==> config.mk <==
export PLATFORM = sky130hd
export DESIGN_NAME = ttt_board_ctrl
export DESIGN_NICKNAME = d
export VERILOG_FILES = /design/src/rtl/ttt_board_ctrl.sv
export SDC_FILE = /design/constraint.sdc
export NUM_CORES = 1
export LEC_CHECK = 0
export CORE_MARGIN = 2
export CORE_UTILIZATION = 55
export DETAILED_ROUTE_END_ITERATION = 6
export PLACE_DENSITY_LB_ADDON = 0.1
export SYNTH_ARGS = -nofsm -noshare
export SYNTH_HDL_FRONTEND = slang
export SYNTH_SLANG_ARGS = --single-unit
==> constraint.sdc <==
create_clock -name clk -period 2.9 [get_ports clk]
set_input_delay 0.58 -clock clk [delete_from_list [all_inputs] [get_ports clk]]
set_output_delay 0.58 -clock clk [all_outputs]
set_load 0.02 [all_outputs]
==> src/rtl/ttt_board_ctrl.sv <==
// Tic-tac-toe game-state engine: places marks from cursor presses, alternates turns,
// and resolves win/draw one cycle after each accepted move.
module ttt_board_ctrl #(
    parameter logic FIRST_PLAYER    = 1'b0,
    parameter int   ALTERNATE_START = 1
) (
    input  logic        clk,
    input  logic        clr_n,
    input  logic [7:0]  square_num,
    input  logic        enter,
    input  logic        new_game,
    output logic [17:0] board_status,
    output logic        player_turn,
    output logic        move_accepted,
    output logic        move_rejected,
    output logic        player_1_win,
    output logic        player_2_win,
    output logic        draw,
    output logic [7:0]  win_line,
    output logic [3:0]  move_count
);

    localparam logic [1:0] ST_PLAY  = 2'd0;
    localparam logic [1:0] ST_CHECK = 2'd1;
    localparam logic [1:0] ST_WIN   = 2'd2;
    localparam logic [1:0] ST_DRAW  = 2'd3;

    logic [1:0]  state_q,    state_d;
    logic [17:0] board_q,    board_d;
    logic        turn_q,     turn_d;
    logic        first_q,    first_d;
    logic        acc_q,      acc_d;
    logic        rej_q,      rej_d;
    logic        p1_win_q,   p1_win_d;
    logic        p2_win_q,   p2_win_d;
    logic        draw_q,     draw_d;
    logic [7:0]  win_line_q, win_line_d;
    logic [3:0]  count_q,    count_d;
    logic        enter_q;

    logic        press;
    logic [1:0]  mover_mark;
    logic [8:0]  sq_sel;
    logic [8:0]  occupied;
    logic [8:0]  owned;
    logic [17:0] write_vec;
    logic [7:0]  line_hit;
    logic        next_first;

    assign press      = enter & ~enter_q;
    assign mover_mark = turn_q ? 2'b10 : 2'b01;
    assign next_first = (ALTERNATE_START != 0) ? ~first_q : FIRST_PLAYER;

    // Per-square decode: cursor match, occupancy, ownership by the player to move.
    for (genvar gi = 0; gi < 9; gi++) begin : g_square
        assign sq_sel[gi]          = (square_num == 8'(gi + 1));
        assign occupied[gi]        = |board_q[2*gi +: 2];
        assign owned[gi]           = (board_q[2*gi +: 2] == mover_mark);
        assign write_vec[2*gi +: 2] = sq_sel[gi] ? mover_mark : 2'b00;
    end

    assign line_hit[0] = owned[0] & owned[1] & owned[2];
    assign line_hit[1] = owned[3] & owned[4] & owned[5];
    assign line_hit[2] = owned[6] & owned[7] & owned[8];
    assign line_hit[3] = owned[0] & owned[3] & owned[6];
    assign line_hit[4] = owned[1] & owned[4] & owned[7];
    assign line_hit[5] = owned[2] & owned[5] & owned[8];
    assign line_hit[6] = owned[0] & owned[4] & owned[8];
    assign line_hit[7] = owned[2] & owned[4] & owned[6];

    always_comb begin
        state_d    = state_q;
        board_d    = board_q;
        turn_d     = turn_q;
        first_d    = first_q;
        acc_d      = 1'b0;
        rej_d      = 1'b0;
        p1_win_d   = p1_win_q;
        p2_win_d   = p2_win_q;
        draw_d     = draw_q;
        win_line_d = win_line_q;
        count_d    = count_q;

        if (new_game) begin
            // Restart wins over any same-cycle press, which is simply dropped.
            state_d    = ST_PLAY;
            board_d    = '0;
            count_d    = '0;
            p1_win_d   = 1'b0;
            p2_win_d   = 1'b0;
            draw_d     = 1'b0;
            win_line_d = '0;
            turn_d     = next_first;
            first_d    = next_first;
        end else begin
            case (state_q)
                ST_PLAY: begin
                    if (press) begin
                        if (|(sq_sel & ~occupied)) begin
                            board_d = board_q | write_vec;
                            count_d = count_q + 4'd1;
                            acc_d   = 1'b1;
                            state_d = ST_CHECK;
                        end else begin
                            rej_d = 1'b1;
                        end
                    end
                end
                ST_CHECK: begin
                    if (|line_hit) begin
                        p1_win_d   = ~turn_q;
                        p2_win_d   = turn_q;
                        win_line_d = line_hit;
                        state_d    = ST_WIN;
                    end else if (count_q == 4'd9) begin
                        draw_d  = 1'b1;
                        state_d = ST_DRAW;
                    end else begin
                        turn_d  = ~turn_q;
                        state_d = ST_PLAY;
                    end
                end
                default: begin
                end
            endcase
        end
    end

    // enter_q resets high so a press held across reset needs a release first.
    always_ff @(posedge clk or negedge clr_n) begin
        if (!clr_n) begin
            state_q    <= ST_PLAY;
            board_q    <= '0;
            turn_q     <= FIRST_PLAYER;
            first_q    <= FIRST_PLAYER;
            acc_q      <= 1'b0;
            rej_q      <= 1'b0;
            p1_win_q   <= 1'b0;
            p2_win_q   <= 1'b0;
            draw_q     <= 1'b0;
            win_line_q <= '0;
            count_q    <= '0;
            enter_q    <= 1'b1;
        end else begin
            state_q    <= state_d;
            board_q    <= board_d;
            turn_q     <= turn_d;
            first_q    <= first_d;
            acc_q      <= acc_d;
            rej_q      <= rej_d;
            p1_win_q   <= p1_win_d;
            p2_win_q   <= p2_win_d;
            draw_q     <= draw_d;
            win_line_q <= win_line_d;
            count_q    <= count_d;
            enter_q    <= enter;
        end
    end

    assign board_status  = board_q;
    assign player_turn   = turn_q;
    assign move_accepted = acc_q;
    assign move_rejected = rej_q;
    assign player_1_win  = p1_win_q;
    assign player_2_win  = p2_win_q;
    assign draw          = draw_q;
    assign win_line      = win_line_q;
    assign move_count    = count_q;

endmodule

==> run metrics <==
Root Buffer clkbuf_8; final wirelength ~6 mm; FFs w/ async S/R, synth 100%; top post-synthesis cells by area dfrtp_1 (42%), nand2_1 (5.0%), nor2b_1 (4.0%), nor2_1 (3.5%), o31ai_1 (2.9%); Levels on crit path 7; CTS resizes 0; Setup Skew between 0.006 and 0.007 ns; Site Rows 23; Synth top cells by count dfrtp_1 (39), nand2_1 (31), nor2_1 (22); Slew Limit Headroom roughly two fifths; WL/cell 17.1 µm; pre-CTS WS ~0.18 ns; Pins Over Slew Limit 0; Mapped Avg Cell Area roughly 9.6 µm²; die area 4780 µm²; number of synthesized flops with an enable pin 0; launch point of the worst reg-to-reg path player_turn; Layout Utilization 72.4%; minimum clock period roughly 2.4 ns; 1st-iter DRT viols 144; largest area contributor in the netlist dfrtp_1; largest net degree at the start of global routing approximately 40; worst-margin pin slew about 0.89 ns; vias in the first global route between 2000 and 2500; gr usage total 26.7%; Net count, final around 310; Setup Buffers After CTS 0; most common cell in the netlist dfrtp_1; Die Ht just under 70 µm; Reg area ~1000 µm²; Die X 69.2 µm; Final TNS setup 0 ns; critical path's largest stage delay about 0.57 ns; Worst setup EP type register; worst path bufs/invs 1; launch point of the critical path square_num[1]; worst-path cell chain clkdlybuf4s50_1, nor4b_1, a21oi_1, o311ai_1, o21ai_1, a21oi_2, mux2_2; status complete, no violations; worst-case reg-to-reg path depth 7; fill cell count about 340; cell area after synthesis approximately 2300 µm²; Main synth FF type dfrtp_1; Final Hold Viols 0; vias 2072; Final WS setup roughly 0.46 ns; clock buffer depth 2; synthesis-stage register bit count 40; Worst path slowest cell clkdlybuf4s50_1; Post-DP HPWL about 4.3 mm; crit path kind input port to register; Peak VDD IR ~270 µV; Worst Path Max Fanout 6; drt pass-1 iters 5; # diodes 0; total CTS buffers 5; Hold Path Class input port to asynchronous set/reset pin; Mapped Cells 243; H-tree depth 2; post-route ant nets 0; # placed instances 337; Synthesized Nets around 260; reg2reg setup slack roughly 0.54 ns; Max Fclk 409 MHz; first-pass GRT wire length about 10 mm; Ys Warns 0; distinct cell type count after synthesis 57; # hold bufs at CTS 0; crit path launch type input port; drc violations 0; post-route non-filler standard cell count about 350; Skew-Pair Late Insertion Delay around 0.3 ns; top-area cell type share of the netlist area a little over two fifths; RSZ-0062 raised after global routing false; floorplan core area just over 4000 µm²; P per Cell Area 377 nW/µm²; Starting Density a little under three fifths; area of the multi-input gates approximately 1200 µm²; sequential fraction of the synthesis area between 40% and 50%; input/output buffers between 40 and 50; Final Cycle Share between 80% and 90%; initial antenna violation count 0; Crit path required time approximately 3 ns; RR Endpoint player_2_win; area growth from synthesis to layout 25.8%; routability cong. 0.928; Crit path arrival time around 2.6 ns; TritonCTS clock tree built; Leak about 0.0011 µW; layout cells sized above 1 12.2%; Clock Sinks 40; CP delay by family, top compound AO/OA/AOI/OAI gates; max_cap viols 0; final setup violating endpoints 0; I/O pin count 48; Setup crit end move_count[0]; post-DR vias/cell around 6.0; clock slew at reported path FFs roughly 0.080 ns; grt ovf 0
## cells in the final DEF (no fill, tap or decap), types with 4 or more instances in the layout
master	count
mux2_2	4
nor2_1	22
nand3_1	5
inv_1	8
clkbuf_8	5
o41ai_1	7
o31ai_1	9
o32ai_1	5
nor3b_1	4
dfrtp_1	39
o21ai_0	4
buf_4	7
clkdlybuf4s50_1	46
nand2b_1	9
mux2i_1	6
o22ai_1	4
nand2_1	31
nor2b_1	15
a21oi_1	6
## area by class of cell
cell class	count	share of cell area, %
timing repair buffer	54	17.6
clock inverter	1	0.170
sequential	40	34.1
clock buffer	7	2.60
inverter	8	1.02
multi-input combinational	185	42.3
tap	50	2.13
## metal layers
layer | share of wire (%) | global-route usage [%]
met2 | 48 | 42.7
met5 | 0 | 0
met4 | 1.6 | 9.15
met1 | 44 | 36.1
met3 | 6.5 | 5.52
## worst min path at each step
stage / start / slack [ns] / endpoint / cells past startpoint
6_report: clr_n / 0.40 / win_line[1] / 1
3_3_place_gp: first_q / 0.45 / first_q / 1
3_5_place_dp: first_q / 0.48 / first_q / 1
2_1_floorplan: clr_n / 0.28 / board_status[0] / 0
4_1_cts: clr_n / 0.43 / win_line[3] / 1
5_1_grt: clr_n / 0.49 / win_line[0] / 1
## cells by family (layout without fill, tap and decap cells)
group                      after synthesis  in the layout  synth area share (%)
and+or+nand+nor                        115            115                  27.9
buffers and inverters                   18             70                  3.86
adders and majority gates                2              2                  1.07
DFF                                     40             40                  42.9
xor gates and xnor gates                 1              1                 0.375
AOI/OAI and AO/OA                       57             57                  19.4
muxes                                   10             10                  4.50
## state kept, by name (all words and copies together), names as in the netlist
name and count:
move_rejected 1, player_1_win 1, first_q 1, board_status 18, move_count 4, player_turn 1
win_line 8, player_2_win 1, move_accepted 1, enter_q 1, draw 1, state_q 2
## where the power goes
| group | internal (µW) | switching, µW | total [µW] |
|---|---|---|---|
| sequential | 572 | 33.3 | 605 |
| combinational | 60.6 | 80.0 | 141 |
| clock | 169 | 193 | 362 |
| total | 802 | 306 | 1110 |
## per-stage QoR
| step | area (µm²) | hold slack (ns) | total power [µW] |
|---|---|---|---|
| global placement | 2860 | 0.447 | 751 |
| finish | 2940 | 0.399 | 1110 |
| CTS | 2940 | 0.427 | 1120 |
| global route | 2940 | 0.490 | 1150 |
| detailed placement | 2860 | 0.479 | 756 |
| floorplan | 2340 | 0.284 | 690 |
Note: power is estimated with default switching activity, not from simulation.
